<file path="config.mk">
export PLATFORM = sky130hd
export DESIGN_NAME = seg_scan_ctrl
export DESIGN_NICKNAME = d
export VERILOG_FILES = /design/src/rtl/seg_pkg.sv /design/src/rtl/seg_frame_builder.sv /design/src/rtl/seg_scan_ctrl.sv
export SDC_FILE = /design/constraint.sdc
export NUM_CORES = 1
export LEC_CHECK = 0
export ABC_CLOCK_PERIOD_IN_PS = 16500
export CORE_MARGIN = 5
export CORE_UTILIZATION = 45
export DETAILED_ROUTE_END_ITERATION = 8
export SLEW_MARGIN = 20
export SYNTH_ARGS = -nofsm -noshare
export SYNTH_HDL_FRONTEND = slang
export SYNTH_SLANG_ARGS = --single-unit
</file>
<file path="constraint.sdc">
create_clock -name i_clk -period 16.5 [get_ports i_clk]
set_clock_uncertainty 0.2 [all_clocks]
set_input_delay 1.65 -clock i_clk [delete_from_list [all_inputs] [get_ports i_clk]]
set_output_delay 1.65 -clock i_clk [all_outputs]
set_load 0.01 [all_outputs]
</file>
<file path="src/rtl/seg_pkg.sv">
// seg_pkg: shared constants, FSM state type and segment encoder for the
// seven-segment scan controller.
//   FRAME_W          serial frame width ({seg[6:0], ctrl[8:0]})
//   CTRL_D0..CTRL_D3 digit select codes carried in the low 9 frame bits
//   state_t          scan FSM states
//   seg_encode()     BCD digit -> {g,f,e,d,c,b,a}, active-high
//   ctrl_code()      digit index -> ctrl code
package seg_pkg;

  localparam int FRAME_W    = 16;
  localparam int SEG_W      = 7;
  localparam int CTRL_W     = 9;
  localparam int VAL_W      = 13;
  localparam int NUM_DIGITS = 4;

  localparam logic [CTRL_W-1:0] CTRL_D0 = 9'h040;  // ones
  localparam logic [CTRL_W-1:0] CTRL_D1 = 9'h020;  // tens
  localparam logic [CTRL_W-1:0] CTRL_D2 = 9'h008;  // hundreds
  localparam logic [CTRL_W-1:0] CTRL_D3 = 9'h004;  // thousands

  typedef enum logic [2:0] {
    ST_IDLE,
    ST_LOAD,
    ST_SHIFT,
    ST_LATCH,
    ST_DWELL
  } state_t;

  function automatic logic [SEG_W-1:0] seg_encode(input logic [3:0] d);
    logic [SEG_W-1:0] s;
    case (d)
      4'd0:    s = 7'b0111111;
      4'd1:    s = 7'b0000110;
      4'd2:    s = 7'b1011011;
      4'd3:    s = 7'b1001111;
      4'd4:    s = 7'b1100110;
      4'd5:    s = 7'b1101101;
      4'd6:    s = 7'b1111101;
      4'd7:    s = 7'b0000111;
      4'd8:    s = 7'b1111111;
      4'd9:    s = 7'b1101111;
      default: s = 7'b0000000;
    endcase
    return s;
  endfunction

  function automatic logic [CTRL_W-1:0] ctrl_code(input logic [1:0] idx);
    logic [CTRL_W-1:0] c;
    case (idx)
      2'd0:    c = CTRL_D0;
      2'd1:    c = CTRL_D1;
      2'd2:    c = CTRL_D2;
      default: c = CTRL_D3;
    endcase
    return c;
  endfunction

endpackage

</file>
<file path="src/rtl/seg_frame_builder.sv">
// seg_frame_builder: combinational frame generator.
//   disp   value being scanned (binary, 0..8191)
//   digit  digit index, 0 = ones .. 3 = thousands
//   blank  force segment bits to 0 (ctrl bits are kept)
//   frame  {seg[6:0], ctrl[8:0]}
module seg_frame_builder
  import seg_pkg::*;
(
  input  logic [VAL_W-1:0]   disp,
  input  logic [1:0]         digit,
  input  logic               blank,
  output logic [FRAME_W-1:0] frame
);

  logic [NUM_DIGITS*4-1:0] bcd;
  logic [3:0]              nib;
  logic [SEG_W-1:0]        seg;

  // Double-dabble: before each shift-in, bump any BCD nibble >= 5 by 3 so
  // the following left shift carries correctly into the next decade.
  always_comb begin
    bcd = '0;
    for (int i = VAL_W - 1; i >= 0; i--) begin
      for (int d = 0; d < NUM_DIGITS; d++) begin
        if (bcd[d*4 +: 4] >= 4'd5) bcd[d*4 +: 4] = bcd[d*4 +: 4] + 4'd3;
      end
      bcd = {bcd[NUM_DIGITS*4-2:0], disp[i]};
    end
  end

  always_comb begin
    nib   = bcd[digit*4 +: 4];
    seg   = blank ? '0 : seg_encode(nib);
    frame = {seg, ctrl_code(digit)};
  end

endmodule

</file>
<file path="src/rtl/seg_scan_ctrl.sv">
// seg_scan_ctrl: paced serial refresh of a four-digit seven-segment display.
//   i_clk, i_rst        clock, synchronous active-high reset
//   i_value/i_valid     13-bit value offer; accepted when i_valid & o_ready
//   o_ready             pending slot free (registered)
//   i_blank             blank segments of frames built from now on
//   o_segData/o_segClk  serial frame, LSB first, sampled on o_segClk rise
//   o_segLatch          latch pulse, 2*CLK_DIV cycles per frame
//   o_frameDone         one-cycle pulse after the digit-3 latch
// Params: CLK_DIV = i_clk cycles per o_segClk half period (>=1),
//         DWELL   = hold cycles after each latch (>=0).
module seg_scan_ctrl
  import seg_pkg::*;
#(
  parameter int CLK_DIV = 4,
  parameter int DWELL   = 1000
) (
  input  logic             i_clk,
  input  logic             i_rst,
  input  logic [VAL_W-1:0] i_value,
  input  logic             i_valid,
  output logic             o_ready,
  input  logic             i_blank,
  output logic             o_segData,
  output logic             o_segClk,
  output logic             o_segLatch,
  output logic             o_frameDone
);

  localparam int PH_W = (CLK_DIV > 1) ? $clog2(CLK_DIV) : 1;
  localparam int LT_W = $clog2(2 * CLK_DIV);
  localparam int DW_W = (DWELL > 1) ? $clog2(DWELL) : 1;

  localparam logic [PH_W-1:0] PH_LAST = PH_W'(CLK_DIV - 1);
  localparam logic [LT_W-1:0] LT_LAST = LT_W'(2 * CLK_DIV - 1);
  localparam logic [DW_W-1:0] DW_LAST = (DWELL > 0) ? DW_W'(DWELL - 1) : '0;

  state_t             state, state_nxt;
  logic [1:0]         digit;
  logic [3:0]         bit_cnt;
  logic [PH_W-1:0]    ph_cnt;
  logic               hi;        // current o_segClk phase within SHIFT
  logic [LT_W-1:0]    lt_cnt;
  logic [DW_W-1:0]    dw_cnt;
  logic [FRAME_W-1:0] shreg;
  logic [VAL_W-1:0]   pend, disp;
  logic               pend_full;
  logic               frame_done;

  logic               ph_end, lt_end, dw_end, swap;
  logic [VAL_W-1:0]   load_val;
  logic [FRAME_W-1:0] frame;

  assign ph_end = (ph_cnt == PH_LAST);
  assign lt_end = (lt_cnt == LT_LAST);
  assign dw_end = (dw_cnt == DW_LAST);

  // Value swap only at the digit-0 load keeps a scan's four digits coherent.
  // The frame must be built from the incoming value in that same cycle.
  assign swap     = (state == ST_LOAD) && (digit == 2'd0) && pend_full;
  assign load_val = swap ? pend : disp;

  seg_frame_builder u_frame (
    .disp  (load_val),
    .digit (digit),
    .blank (i_blank),
    .frame (frame)
  );

  always_ff @(posedge i_clk) begin
    if (i_rst) state <= ST_IDLE;
    else       state <= state_nxt;
  end

  always_comb begin
    state_nxt  = state;
    o_segData  = 1'b0;
    o_segClk   = 1'b0;
    o_segLatch = 1'b0;
    case (state)
      ST_IDLE:  state_nxt = ST_LOAD;
      ST_LOAD:  state_nxt = ST_SHIFT;
      ST_SHIFT: begin
        o_segData = shreg[0];
        o_segClk  = hi;
        if (hi && ph_end && bit_cnt == 4'd15) state_nxt = ST_LATCH;
      end
      ST_LATCH: begin
        o_segLatch = 1'b1;
        if (lt_end) state_nxt = (DWELL == 0) ? ST_LOAD : ST_DWELL;
      end
      ST_DWELL: if (dw_end) state_nxt = ST_LOAD;
      default:  state_nxt = ST_IDLE;
    endcase
  end

  always_ff @(posedge i_clk) begin
    if (i_rst) begin
      digit      <= '0;
      bit_cnt    <= '0;
      ph_cnt     <= '0;
      hi         <= 1'b0;
      lt_cnt     <= '0;
      dw_cnt     <= '0;
      shreg      <= '0;
      pend       <= '0;
      disp       <= '0;
      pend_full  <= 1'b0;
      frame_done <= 1'b0;
    end else begin
      frame_done <= 1'b0;

      if (i_valid && !pend_full) begin
        pend      <= i_value;
        pend_full <= 1'b1;
      end
      if (swap) begin
        disp      <= pend;
        pend_full <= 1'b0;
      end

      case (state)
        ST_LOAD: begin
          shreg   <= frame;
          bit_cnt <= '0;
          ph_cnt  <= '0;
          hi      <= 1'b0;
          lt_cnt  <= '0;
          dw_cnt  <= '0;
        end
        ST_SHIFT: begin
          if (ph_end) begin
            ph_cnt <= '0;
            // Data advances only at the high->low transition so it is
            // stable for the receiver's rising-edge sample.
            if (hi) begin
              hi      <= 1'b0;
              shreg   <= shreg >> 1;
              bit_cnt <= bit_cnt + 4'd1;
            end else begin
              hi <= 1'b1;
            end
          end else begin
            ph_cnt <= ph_cnt + PH_W'(1);
          end
        end
        ST_LATCH: begin
          if (lt_end) begin
            lt_cnt     <= '0;
            dw_cnt     <= '0;
            frame_done <= (digit == 2'd3);
            if (DWELL == 0) digit <= digit + 2'd1;
          end else begin
            lt_cnt <= lt_cnt + LT_W'(1);
          end
        end
        ST_DWELL: begin
          if (dw_end) begin
            dw_cnt <= '0;
            digit  <= digit + 2'd1;
          end else begin
            dw_cnt <= dw_cnt + DW_W'(1);
          end
        end
        default: ;
      endcase
    end
  end

  assign o_ready     = !pend_full;
  assign o_frameDone = frame_done;

endmodule

</file>
==> impl_metrics.yaml, run 1 <==
status:
  status: "completed"
placement:
  placed_cells: 1060
  place_hpwl_um: 12410
  gp_congestion: 0.9230
  io_buffer_count: 21
logic_synthesis:
  ys_seq_elements: 69
  synth.top_cells.by_area: "dfxtp_1 21%, ha_1 6.3%, nand2_1 6.2%, nor2_1 5.9%, a21oi_1 5.2%"
  synth.top_cell.area_share: 0.2096
  syn_inst: 894
  synth.largest_area_cell: "dfxtp_1"
  yosysUniqueCellTypes: 96
  ys.warnings.count: 0
  syn_avg_cell_area_um2: 7.373
  netlist_top_cells_count: "109 x nand2_1, 103 x nor2_1, 69 x dfxtp_1, 68 x a21oi_1, 37 x nand3_1"
  synthFlopType: "dfxtp_1"
  synth-edff-count: 0
  yosysSeqAreaShare: 0.2096
  yosysMostFrequentCell: "nand2_1"
  synthesis.nets: 944
  synthArstFlopShare: 0
  synth.cell_area_um2: 6591
route:
  postRouteAntennaNets: 0
  firstDrtPassIters: 5
  drt_iter0_drc: 521
  drc: 0
  vias_per_cell: 6.003
  dr_total_vias: 6453
  wl_um: 16440
  wl_per_cell_um: 15.29
global_route:
  grt_pass1_vias: 6022
  grt_max_degree: 62
  gr-usage-all-layers: 0.1956
  overflow: 0
  met3_usage: 0.02846
  grt_pass1_wl_um: 28060
  grt_use_met2: 0.3366
  antenna_found_initial: 0
  busiest_layer: "met2"
  use_met1: 0.2488
sta:
  fin_crit_sh: 0.6812
  min_period_ns: 11.24
  timing.slew.headroom: 0.3560
  hold_slack_ns: 0.2591
  final-setup-viol-count: 0
  hold_viol_final: 0
  rsz0062_at_grt: "false"
  max_clock_freq_ghz: 0.08896
  worst_pin_slew_ns: 0.9391
  final-max-slew-violation-count: 0
  finalSetupTns_ns: 0
worst_setup_path:
  cp_max_fo: 28
  r2r-end: "shreg[10]"
  cp_data_required_time_ns: 16.55
  critPathLaunchType: "register"
  cpMaxStageDelayCell: "a311oi_2"
  crit_type: "reg2reg"
  timing.rr.start: "digit[0]"
  reg2reg_slack_ns: 5.26
  reg2reg_depth: 49
  crit_family: "compound AO/OA/AOI/OAI gates"
  critPathArrivalTime_ns: 11.29
  cp_common_cell: "ha_1"
  cp_num_buf_inv: 9
  crit_path_end_kind: "register"
  critical-path-max-stage-delay_ns: 0.77
clock_tree:
  path_clk_slew_ns: 0.06
  ctsRootBufferMaster: "clkbuf_16"
  cts_tree: "built"
  cts_buffers: 9
  htreeDepth: 3
  cts_setup_buffers: 0
  post_cts_resized: 0
  clk_latency_ns: 0.34
  cts_num_sinks: 69
  clockBufferDepth: 2
  ctsHoldBuffers: 0
power:
  internal-power_uw: 380.7
  powerDensity_nw_per_um2: 84.34
  p_leak_uw: 0.002796
  clock_power_share: 0.320
  combPwrFrac: 0.380
  fin_total_pwr_uw: 605.3
  power.net_switching_uw: 224.6
  switching_share: 0.3710
  peakVddDrop_uv: 69.21
  pwr-share-seq: 0.300
die:
  initial_core_util: 0.4570
  dieWidth_um: 131.0
  dieArea_um2: 17170
  fp.dieH_um: 131.0
  num_rows: 44
  core-area_um2: 14420
  num_io_pins: 22
run:
  cap_violations: 0
cells_and_area:
  final_layout_size_suffix_gt1_frac: 0.08754
  final_core_util: 0.4976
  diodes: 0
  finalNetCount: 937
  area_growth_pct: 8.884
  final-instance-count-excl-fill: 1075
min_path:
  whs_path_depth: 2
  holdPathEnd: "lt_cnt[2]"
  worst_hold_startpoint: "lt_cnt[2]"
  worst_hold_path_type: "reg2reg"
[power by group through the flow]
| stage | Sequential [µW] | Combinational, µW | Clock, µW |
|---|---|---|---|
| 2_1_floorplan | 182 | 191 | 0 |
| 3_3_place_gp | 185 | 223 | 0 |
| 3_5_place_dp | 185 | 228 | 0 |
| 4_1_cts | 181 | 230 | 199 |
| 5_1_grt | 183 | 259 | 207 |
| 6_report | 182 | 230 | 194 |
[metal layers]
layer	vias to the layer above	part of all wire
met1	2997	0.46
met3	26	0.031
met5	-	0
met4	0	0.029
met2	138	0.48
li1	3292	-
[kinds of logic after synthesis]
logic type,after synthesis,synth area share
adder cells (fa/ha/maj),34,0.06416
flip-flops,69,0.2096
multiplexers,37,0.06283
XOR/XNOR,21,0.03132
AND/OR/NAND/NOR,372,0.2732
buffers and inverters,85,0.05277
AO/OA/AOI/OAI,276,0.3062
[stage by stage]
stage / area [µm²] / worst slack, ns
detailed placement: 6878 / 5.322
global placement: 6878 / 5.783
CTS: 7174 / 5.246
global route: 7177 / 4.247
finish: 7177 / 5.259
floorplan: 6591 / 6.470
[worst min-delay path: cells and delay by family, from the launching register on]
kind | cells | cell delay, ns
flops | 1 | 0.31
compound gates | 1 | 0.05
simple gates | 1 | 0.05
[registers in the layout (all words and copies together), names as in the netlist]
signal	count
bit_cnt	4
digit	2
disp	13
dw_cnt	10
hi	1
lt_cnt	3
o_frameDone	1
pend	13
pend_full	1
ph_cnt	2
shreg	16
state	3
[area by class of cell]
cell class | count | area [µm²]
clock inverter | 6 | 71.32
multi-input combinational | 740 | 4865
tap | 184 | 230.2
sequential | 69 | 1381
fill | 1413 | 7247
inverter | 39 | 146.4
timing repair buffer | 28 | 257.7
clock buffer | 9 | 225.2
[worst max-delay path by stage]
stage	to	cells past startpoint	slack [ns]	startpoint
finish	shreg[10]	49	5.26	digit[0]
global route	shreg[10]	49	4.25	digit[0]
CTS	shreg[10]	49	5.25	digit[0]
detailed placement	shreg[10]	49	5.32	digit[0]
global placement	shreg[10]	49	5.78	digit[0]
floorplan	shreg[10]	56	6.47	digit[0]
[cells in the final DEF (no fill, tap or decap), types with 6 or more instances in the layout]
cell	instances
a311oi_1	6
mux2i_1	25
a211o_1	8
clkdlybuf4s50_1	20
o21ai_0	35
dfxtp_1	69
o22ai_1	6
ha_1	33
nand4_1	12
o21ai_1	7
nor2_1	102
a21oi_1	68
nand2b_1	15
o31ai_1	6
nor3_1	22
a31oi_1	8
a211oi_1	23
xnor2_1	8
nand2_1	109
o21a_1	8
and2_1	10
clkbuf_16	9
mux2_2	7
or3_1	7
nand3_1	37
buf_4	7
and3_1	9
xor2_1	10
inv_1	35
o211ai_1	11
a22oi_1	15
nor2b_1	12
(Power assumes the default switching activity.)
==> run 2: changes to the inputs <==
- ABC_CLOCK_PERIOD_IN_PS: 16500 -> 10550
- clock period: 16.5 -> 10.55 ns (I/O delays scaled with it)
==> run 2 against run 1 <==
Die area unchanged; first-iteration DRC count grew 1.2%; non-clock buffer count rose by 17; largest power group unchanged; critical endpoint is now shreg[11]; final cell count increased by 1.8%; flip-flop and latch count stayed put; highest routed layer unchanged; routed wire length up 4.3%; worst setup slack worse by 4.6 ns; sequential share of layout area fell by 0.53 points; count of clock-buffer cells in the layout grew 1; critical path depth rose by 1; largest cell class unchanged.
==> impl_metrics.yaml, run 2 (synthesis results as in run 1) <==
sta:
  worst_pin_slew_ns: 0.8139
  fin_crit_sh: 0.9392
  timing.slew.headroom: 0.4418
  final-max-slew-violation-count: 0
  final-setup-viol-count: 0
  max_clock_freq_ghz: 0.1009
  hold_viol_final: 0
  min_period_ns: 9.908
worst_setup_path:
  crit_family: "compound AO/OA/AOI/OAI gates"
  crit_type: "reg2reg"
  cp_num_buf_inv: 8
  timing.rr.start: "digit[1]"
  reg2reg_slack_ns: 0.64
  cpMaxStageDelayCell: "dfxtp_2"
  critPathLaunchType: "register"
  cp_common_cell: "ha_1"
  critPathArrivalTime_ns: 9.96
  cp_data_required_time_ns: 10.60
  reg2reg_depth: 50
  crit_path_end_kind: "register"
  r2r-end: "shreg[11]"
  cp_max_fo: 11
  critical-path-max-stage-delay_ns: 0.38
route:
  dr_total_vias: 6620
  postRouteAntennaNets: 0
  drc: 0
  wl_um: 17150
  wl_per_cell_um: 15.67
  drt_iter0_drc: 527
  vias_per_cell: 6.051
  firstDrtPassIters: 5
cells_and_area:
  area_growth_pct: 12.49
  fillers: 1409
  reg_top3: "shreg x16, disp x13, pend x13"
  largest_reg_flops: 16
  final_core_util: 0.5141
  final_common_cell: "nand2_1"
  diodes: 0
  seqCellArea_um2: 1388
  top_register: "shreg"
  final_cell_mix: "109 x nand2_1, 100 x nor2_1, 67 x a21oi_1"
  final_layout_size_suffix_gt1_frac: 0.1297
  finalNetCount: 955
  design_area_um2: 7415
  multi_input_area_um2: 4964
  final-instance-count-excl-fill: 1094
min_path:
  holdPathEnd: "lt_cnt[1]"
  worst_hold_startpoint: "lt_cnt[1]"
  worst_hold_path_type: "reg2reg"
  whs_path_depth: 2
run:
  cap_violations: 0
power:
  power.net_switching_uw: 367.4
  switching_share: 0.3729
  clock_power_share: 0.312
  combPwrFrac: 0.401
  peakVddDrop_uv: 110.0
  powerDensity_nw_per_um2: 132.9
  pwr-share-seq: 0.287
  internal-power_uw: 617.8
  p_leak_uw: 0.002907
clock_tree:
  htreeDepth: 3
  clockBufferDepth: 2
  ctsRootBufferMaster: "clkbuf_16"
  cts_buffers: 9
  path_clk_slew_ns: 0.06
  cts_num_sinks: 69
  ctsHoldBuffers: 0
  cts_tree: "built"
  clk_latency_ns: 0.34
global_route:
  antenna_found_initial: 0
  grt_pass1_wl_um: 28620
  overflow: 0
  grt_pass1_vias: 6049
  grt_max_degree: 62
  gr-usage-all-layers: 0.1991
die:
  num_io_pins: 22
  core-area_um2: 14420
  initial_core_util: 0.4570
  fp.dieH_um: 131.0
  dieWidth_um: 131.0
  dieArea_um2: 17170
  num_rows: 44
placement:
  gp_congestion: 0.9167
  place_hpwl_um: 12470
  placed_cell_area_um2: 6923
  placed_cells: 1066
  io_buffer_count: 21
status:
  status: "completed"
[run 2: cell count changes in the layout (fill, tap and decap cells not counted), moves of 2 or more]
| cell | before | now |
|---|---|---|
| a211oi_1 | 23 | 20 |
| nor2_1 | 102 | 100 |
| nor2b_2 | 0 | 3 |
| a211oi_2 | 2 | 5 |
| buf_4 | 7 | 24 |
| dfxtp_1 | 69 | 66 |
| nor2_2 | 1 | 3 |
| dfxtp_2 | 0 | 2 |
| nor2b_1 | 12 | 9 |
[run 2: worst min-delay path, cell delays in order, from the launching register on]
cell and delay (ns):
dfxtp_1 0.31, nand2_1 0.06, a21oi_1 0.05
[run 2: layout make-up]
class	count	share of cell area
clock inverter	6	0.009450
clock buffer	10	0.03088
tap	184	0.03105
multi-input combinational	741	0.6694
inverter	39	0.02008
sequential	69	0.1871
timing repair buffer	45	0.05197
[run 2: what timing repair did]
| item | CTS | global route |
|---|---|---|
| resized for setup | 3 | 24 |
| pin swaps | 0 | 6 |
| gates cloned | 0 | 1 |
| endpoints found under the setup margin | 6 | 7 |
| buffers inserted | 0 | 11 |
| hold endpoints to repair | 0 | 0 |
[run 2: power by group through the flow]
stage / Clock [µW] / Combinational (µW) / Sequential, µW
CTS: 315 / 367 / 282
detailed placement: 0 / 363 / 288
global route: 328 / 441 / 284
finish: 307 / 395 / 283
global placement: 0 / 354 / 288
floorplan: 0 / 298 / 284
[run 2: through the flow]
stage | hold slack [ns] | power [µW] | setup WS, ns | setup TNS [ns]
floorplan | 0.2356 | 582.0 | 0.5204 | 0
global placement | 0.2442 | 642.2 | 0.3537 | 0
detailed placement | 0.2540 | 650.7 | -0.1030 | -0.3105
CTS | 0.2629 | 964.2 | 0.01180 | 0
global route | 0.2869 | 1053 | -0.03565 | -0.04329
finish | 0.2613 | 985.2 | 0.6418 | 0
[run 2: worst max path at each step]
stage | cells after the start | from | to | slack, ns
floorplan | 56 | digit[0] | shreg[10] | 0.52
global placement | 47 | digit[0] | shreg[10] | 0.35
detailed placement | 47 | digit[0] | shreg[14] | -0.10
CTS | 48 | digit[1] | shreg[10] | 0.01
global route | 51 | digit[0] | shreg[12] | -0.04
finish | 50 | digit[1] | shreg[11] | 0.64
[run 2: metal layers]
metal,track usage,wire [µm],vias to the layer above
li1,-,-,3328
met2,0.3480,8478,156
met4,0.05384,270,0
met5,0,0,-
met1,0.2588,7870,3119
met3,0.02358,527,17
==> run 3: changes to the inputs <==
- CORE_ASPECT_RATIO: default -> 1.1
==> run 3 against run 2 <==
Global-route usage shrank 0.64 points; sequential power is essentially flat; sequential share of layout area grew 0.095 points; first-iteration DRC count grew 12%; routed wire length shrank 0.36%; die area is essentially flat; non-clock buffer count shrank 7; count of clock-buffer cells in the layout grew 2; clock power is essentially flat; register-to-register slack lost 0.04 ns; largest power group unchanged.
==> impl_metrics.yaml, run 3 (synthesis results as in run 1) <==
status:
  status: "completed"
clock_tree:
  ctsHoldBuffers: 0
  path_clk_slew_ns: 0.06
  clockBufferDepth: 2
  cts_tree: "built"
  ctsRootBufferMaster: "clkbuf_16"
  htreeDepth: 3
  cts_buffers: 9
  clk_latency_ns: 0.33
  cts_num_sinks: 69
power:
  p_leak_uw: 0.002884
  combPwrFrac: 0.400
  peakVddDrop_uv: 141.3
  power.net_switching_uw: 362.6
  switching_share: 0.3701
  internal-power_uw: 617.2
  pwr-share-seq: 0.288
  clock_power_share: 0.312
  powerDensity_nw_per_um2: 132.8
die:
  fp.dieH_um: 136.9
  initial_core_util: 0.4581
  num_rows: 46
  dieArea_um2: 17170
  dieWidth_um: 125.4
  core-area_um2: 14390
  num_io_pins: 22
global_route:
  gr-usage-all-layers: 0.1927
  grt_pass1_vias: 6188
  grt_pass1_wl_um: 28100
  antenna_found_initial: 0
  grt_max_degree: 62
  overflow: 0
cells_and_area:
  top_register: "shreg"
  diodes: 0
  final_layout_size_suffix_gt1_frac: 0.1207
  final_core_util: 0.5127
  final-instance-count-excl-fill: 1095
  final_common_cell: "nand2_1"
  largest_reg_flops: 16
  final_cell_mix: "109 x nand2_1, 100 x nor2_1, 66 x a21oi_1, 66 x dfxtp_1, 37 x nand3_1"
  reg_top3: "shreg x16, disp x13, pend x13"
  area_growth_pct: 11.92
  finalNetCount: 948
worst_setup_path:
  crit_type: "reg2reg"
  cpMaxStageDelayCell: "dfxtp_4"
  reg2reg_depth: 50
  critPathArrivalTime_ns: 9.97
  setup.worst_path.start: "digit[0]"
  critPathLaunchType: "register"
  r2r-end: "shreg[15]"
  crit_family: "compound AO/OA/AOI/OAI gates"
  worstSetupEndpoint: "shreg[15]"
  timing.rr.start: "digit[0]"
  cp_max_fo: 12
  reg2reg_slack_ns: 0.60
  cp_num_buf_inv: 8
  cp_data_required_time_ns: 10.57
  cp.depth: 50
  crit_path_end_kind: "register"
  critical-path-max-stage-delay_ns: 0.39
route:
  postRouteAntennaNets: 0
  drc: 0
  drt_iter0_drc: 589
  firstDrtPassIters: 6
  dr_total_vias: 6599
  wl_per_cell_um: 15.60
  wl_um: 17090
  vias_per_cell: 6.026
sta:
  max_clock_freq_ghz: 0.1005
  finalSetupTns_ns: 0
  worst_pin_slew_ns: 0.8507
  min_period_ns: 9.950
  hold_viol_final: 0
  fin_crit_sh: 0.9431
  timing.slew.headroom: 0.4167
  final-max-slew-violation-count: 0
  setup_ws_ns: 0.6004
  final-setup-viol-count: 0
min_path:
  worst_hold_startpoint: "pend[0]"
  worst_hold_path_type: "reg2reg"
placement:
  place_ws_ns: 0.1654
  gp_congestion: 0.8870
  io_buffer_count: 21
  place_hpwl_um: 12610
  placed_cells: 1076
run:
  cap_violations: 0
## run 3: cell types whose count changed in the layout (fill, tap and decap cells not counted), sizes merged
cell / before / now
clkbuf: 10 / 12
clkinvlp: 3 / 1
clkinv: 0 / 1
buf: 25 / 18
inv: 41 / 40
## run 3: final cells by class
| type | count | area [µm²] |
|---|---|---|
| Fill cell | 1423 | 7012 |
| Sequential cell | 69 | 1388 |
| Timing Repair Buffer | 38 | 332.8 |
| Clock buffer | 12 | 246.5 |
| Multi-Input combinational cell | 741 | 4966 |
| Clock inverter | 4 | 55.05 |
| Tap cell | 192 | 240.2 |
| Inverter | 39 | 148.9 |
## run 3: power groups by stage
| stage | sequential [µW] | clock (µW) | combinational, µW |
|---|---|---|---|
| 3_3_place_gp | 288 | 0 | 358 |
| 6_report | 282 | 305 | 392 |
| 5_1_grt | 284 | 327 | 435 |
| 3_5_place_dp | 288 | 0 | 368 |
| 2_1_floorplan | 284 | 0 | 298 |
| 4_1_cts | 282 | 314 | 370 |
## run 3: worst min-delay path by stage
| stage | to | slack, ns | cells past startpoint |
|---|---|---|---|
| after floorplan | lt_cnt[1] | 0.24 | 2 |
| after global placement | lt_cnt[1] | 0.24 | 2 |
| after detailed placement | pend[0] | 0.26 | 2 |
| after CTS | pend[0] | 0.26 | 2 |
| after global routing | lt_cnt[1] | 0.28 | 2 |
| final | pend[0] | 0.26 | 2 |
## run 3: through the flow
stage | area [µm²] | power (µW) | hold slack, ns
CTS | 7249 | 966.6 | 0.2649
global route | 7377 | 1047 | 0.2779
detailed placement | 6948 | 655.8 | 0.2567
global placement | 6948 | 645.4 | 0.2428
finish | 7377 | 979.8 | 0.2599
floorplan | 6591 | 582.0 | 0.2356
## run 3: timing repair
item,in CTS,in global routing
setup endpoints to repair,0,7
resized for setup,0,27
buffers inserted,0,2
## run 3: worst register-to-register path, delay by kind of cell, from the launching register on
family / cells / cell delay, ns
buffers and inverters: 8 / 0.82
AO/OA/AOI/OAI: 16 / 3.80
flip-flops: 1 / 0.39
adder cells (fa/ha/maj): 8 / 1.61
multiplexers: 3 / 0.83
AND/OR/NAND/NOR: 15 / 2.19
## run 3: metal layers
metal	global-route usage	vias up	wire [µm]
li1	-	3313	-
met1	0.2294	3073	7576
met2	0.3422	167	8376
met3	0.03044	46	574
met4	0.08795	0	557
met5	0	-	0
==> patch 1: new RTL, flow settings as in run 2 <==
Reset style: asynchronous (`i_rst`), changed in 2 clocked blocks. Comments in the files are not updated.
--- a/src/rtl/seg_scan_ctrl.sv
+++ b/src/rtl/seg_scan_ctrl.sv
@@ -66,7 +66,7 @@
     .frame (frame)
   );
 
-  always_ff @(posedge i_clk) begin
+  always_ff @(posedge i_clk or posedge i_rst) begin
     if (i_rst) state <= ST_IDLE;
     else       state <= state_nxt;
   end
@@ -93,7 +93,7 @@
     endcase
   end
 
-  always_ff @(posedge i_clk) begin
+  always_ff @(posedge i_clk or posedge i_rst) begin
     if (i_rst) begin
       digit      <= '0;
       bit_cnt    <= '0;
Formal check against the unedited RTL: differs if i_rst is asserted again (counterexample within 4 cycles, from zero or initial values and one cycle with i_rst high); with i_rst held inactive, the same outputs for 10 cycles.
==> patch 1 against run 2 <==
Design area rose by 10%; worst setup slack worse by 0.083 ns; synthesized area rose by 6.2%; worst hold slack gained 0.020 ns; critical endpoint is now shreg[13]$_DFFE_PP0P_; critical path depth shrank 4; routed wire length increased by 12%; critical path type unchanged; sequential cell count stayed put.
Power is left out: the tool's default activity adds up to more than one toggle a clock period on the data nets, which glitch-free logic cannot reach.
==> patch 1: results (changes against run 2) <==
hold_path:
  min_to: "shreg[15]$_DFFE_PP0P_"
global_routing:
  grt_use_total: 0.208  # +0.00847
  grt_pass1_wl_microns: 31800  # +11%
  grt_pass1_vias: 6542  # +8.2%
  grt_start_max_net_pins: 70  # +13%
worst_setup_path:
  critPathMaxStageDelay_ns: 0.48  # +0.10 ns
  cp_max_fo: 12  # +1
  crit_slowest_cell: "dfrtp_2"
  worstPathArrival_ns: 10.03  # +0.07 ns
  reg2reg_depth: 46  # -8.0%
  reg2reg_from: "state[0]$_DFFE_PP0P_"
cells_and_area:
  multi_input_gates: 719  # -3.0%
  multiInputGateArea_sq_um: 5250  # +5.8%
  fin_nets: 951  # -0.42%
  clkCellAreaFrac: 0.0344  # -0.00588
  multi_input_area_share: 0.643  # -0.0266
  seqAreaFraction: 0.211  # +0.0243
  drive_gt1_frac: 0.189  # +0.0590
  buffers: 60  # +33%
  buf_share: 0.0615  # +0.00957
  n_fill_cell: 1376  # -2.3%
  n_all_inverters: 38  # -2.6%
logic_synthesis:
  yosys-top-cells-count: "84 x nand2_1, 69 x dfrtp_1, 62 x a21oi_1, 55 x nor2_1, 53 x o21ai_0"
  synth_nets: 906  # -4.0%
  synthDistinctLibCells: 102  # +6.3%
  synthArstFlopShare: 1.00  # +1.00
  ys_seq_area_frac: 0.247  # +0.0371
  yosys-top-cells-area: "dfrtp_1 25%, ha_1 6.6%, nand2_1 4.5%"
  avgSynthCellArea_sq_um: 8.22  # +11%
drt:
  vias_per_cell: 6.23  # +3.0%
  wl_per_cell_microns: 17.2  # +9.9%
  dr.first_iter.drc_count: 509  # -3.4%
placement:
  placedCellCount: 1083  # +1.6%
  place_ws_ns: -0.278  # -0.175 ns
  gp_congestion: 0.955  # +4.1%
  post_dp_cell_area_sq_um: 7580  # +9.5%
timing:
  maxSlewViolCount: 0  # unchanged
  hold_ws_ns: 0.281  # +0.0198 ns
clock_network:
  cts_resized: 5  # +2
outcome:
  status: "finished clean"
patch 1: changes by cell type after synthesis, sizes merged, moves of 16 or more:
cell / delta
dfxtp: -69
nor2: -45
dfrtp: +69
o211ai: +16
mux2: +16
clkbuf: -16
nand2: -25
o21ai: +17
patch 1: worst max path at each step:
stage                          from               endpoint  slack [ns]  cells after the start
2_1_floorplan  digit[0]$_DFFE_PP0P_  shreg[11]$_DFFE_PP0P_       0.007                     50
3_3_place_gp   state[0]$_DFFE_PP0P_   shreg[9]$_DFFE_PP0P_        0.08                     48
3_5_place_dp   state[0]$_DFFE_PP0P_   shreg[9]$_DFFE_PP0P_       -0.28                     48
4_1_cts        state[0]$_DFFE_PP0P_  shreg[13]$_DFFE_PP0P_        0.03                     49
5_1_grt        digit[1]$_DFFE_PP0P_  shreg[13]$_DFFE_PP0P_       -0.04                     48
6_report       state[0]$_DFFE_PP0P_  shreg[13]$_DFFE_PP0P_        0.56                     46
patch 1: routing by layer:
layer,GRT usage,routed length (microns),up-vias
met3,0.0272,795,27
met2,0.350,9300,197
li1,-,-,3399
met4,0.0611,300,0
met5,0,0,-
met1,0.279,8750,3310
patch 1: critical path: cells and delay by family, from the launching register on:
| family | cells | cell delay [ns] |
|---|---|---|
| flip-flops | 1 | 0.48 |
| multiplexers | 2 | 0.58 |
| adder cells (fa/ha/maj) | 6 | 1.65 |
| AND/OR/NAND/NOR | 16 | 2.83 |
| buffers and inverters | 4 | 0.50 |
| AO/OA/AOI/OAI | 18 | 3.66 |
patch 1: cells by family after synthesis:
family,count (synthesis),share of synthesized area
fa+ha+maj,37,0.0661
flops,69,0.247
xor+xnor,17,0.0232
simple gates,305,0.224
buf+inv,64,0.0356
compound gates,313,0.328
mux,47,0.0763
==> patch 2: new RTL, config.mk and constraints of run 2 <==
Without the edit above. `CLK_DIV`: 4 -> 2.
--- a/src/rtl/seg_scan_ctrl.sv
+++ b/src/rtl/seg_scan_ctrl.sv
@@ -11,7 +11,7 @@
 module seg_scan_ctrl
   import seg_pkg::*;
 #(
-  parameter int CLK_DIV = 4,
+  parameter int CLK_DIV = 2,
   parameter int DWELL   = 1000
 ) (
   input  logic             i_clk,
Function: changed (Yosys sat finds a counterexample within 10 cycles, from zero or initial values and one cycle with i_rst high).
==> patch 2 against run 2 <==
Global-route usage is 0.13 points higher; first-iteration DRC count is 9.1% higher; routed wire length is 7.5% higher; final cell count is 9.9% higher; synthesized cell count is 5.8% higher; critical path depth stayed put; worst setup slack worse by 0.096 ns; power is 30% higher; count of clock-buffer cells in the layout stayed put; sequential cell count is 2 lower; synthesized area is 6.7% higher; design area is 10% higher; largest cell class unchanged.
==> patch 2: results (changes against run 2) <==
logic_synthesis:
  synth_nets: 994  # +5.3%
  ys_seq_area_frac: 0.191  # -0.0189
  yosys-top-cells-count: "116 x nand2_1, 98 x nor2_1, 73 x a21oi_1, 67 x dfxtp_1, 36 x o21ai_0"
  synthDistinctLibCells: 105  # +9.4%
  synth_cells: 946  # +5.8%
  yosys-top-cells-area: "dfxtp_1 19%, nand2_1 6.2%, ha_1 5.5%"
power_and_ir_drop:
  p_sw_uw: 539  # +47%
  leakage_uw: 0.00305  # +5.1%
cells_and_area:
  n_fill_cell: 1462  # +3.8%
  drive_gt1_frac: 0.174  # +0.0439
  fin_nets: 1034  # +8.3%
  final_cells: 1202  # +9.9%
outcome:
  status: "finished clean"
placement:
  post_dp_cell_area_sq_um: 7580  # +9.4%
  place.detailed.hpwl_microns: 13700  # +9.8%
drt:
  vias_per_cell: 5.97  # -1.3%
  wl_met2_microns: 8580  # +1.2%
  first_pass_iters: 6  # +1
  wl_per_cell_microns: 15.3  # -2.2%
global_routing:
  grt_start_max_net_pins: 60  # -3.2%
  met3_usage: 0.0238  # +0.000268
  grt_use_total: 0.200  # +0.00128
  grt_pass1_vias: 6515  # +7.7%
  grt_use_met2: 0.330  # -0.0178
worst_setup_path:
  r2r_slack_ns: 0.55  # -0.10 ns
  crit_slowest_cell: "or4_1"
timing:
  max_freq_mhz: 100  # -0.96%
  hold_ws_ns: 0.250  # -0.0113 ns
  worst_slew_pin_slew_ns: 0.929  # +0.115 ns
floorplan:
  start_util: 0.461  # +0.00395
patch 2: cell families (layout without fill, tap and decap cells):
logic type / Yosys count / count (layout) / share of synthesized area
fa+ha+maj: 32 / 32 / 0.0566
xor+xnor: 20 / 20 / 0.0276
mux: 44 / 44 / 0.0710
compound gates: 313 / 313 / 0.331
buf+inv: 76 / 121 / 0.0450
simple gates: 394 / 394 / 0.279
flops: 67 / 67 / 0.191
patch 2: area by class of cell:
cell class | count | area, sq um | share of cell area
sequential | 67 | 1350 | 0.165
multi-input combinational | 803 | 5560 | 0.680
timing repair buffer | 69 | 566 | 0.0692
clock inverter | 6 | 72.6 | 0.00888
tap | 211 | 264 | 0.0323
inverter | 36 | 135 | 0.0165
clock buffer | 10 | 229 | 0.0280
patch 2: worst paths after layout:
kind,start,endpoint,cells after the start
worst max-delay path,state[0]$_SDFFE_PP0P_,shreg[15]$_SDFFE_PP0P_,50
worst min-delay path,shreg[4]$_SDFFE_PP0P_,shreg[4]$_SDFFE_PP0P_,2
worst min register to register,shreg[4]$_SDFFE_PP0P_,shreg[4]$_SDFFE_PP0P_,2
worst max register to register,state[0]$_SDFFE_PP0P_,shreg[15]$_SDFFE_PP0P_,50
patch 2: what timing repair did:
| item | in CTS | in global routing |
|---|---|---|
| resized for setup | 5 | 31 |
| pin swaps | 0 | 17 |
| buffers inserted | 0 | 18 |
| hold buffers | 0 | 0 |
| hold endpoints to repair | 0 | 0 |
| setup endpoints to repair | 4 | 7 |
patch 2: power groups by stage:
stage | combinational, uW | clock, uW | sequential [uW]
after global routing | 766 | 323 | 289
after floorplan | 522 | 0 | 285
after CTS | 643 | 310 | 286
final | 686 | 304 | 287
after detailed placement | 639 | 0 | 291
after global placement | 641 | 0 | 291
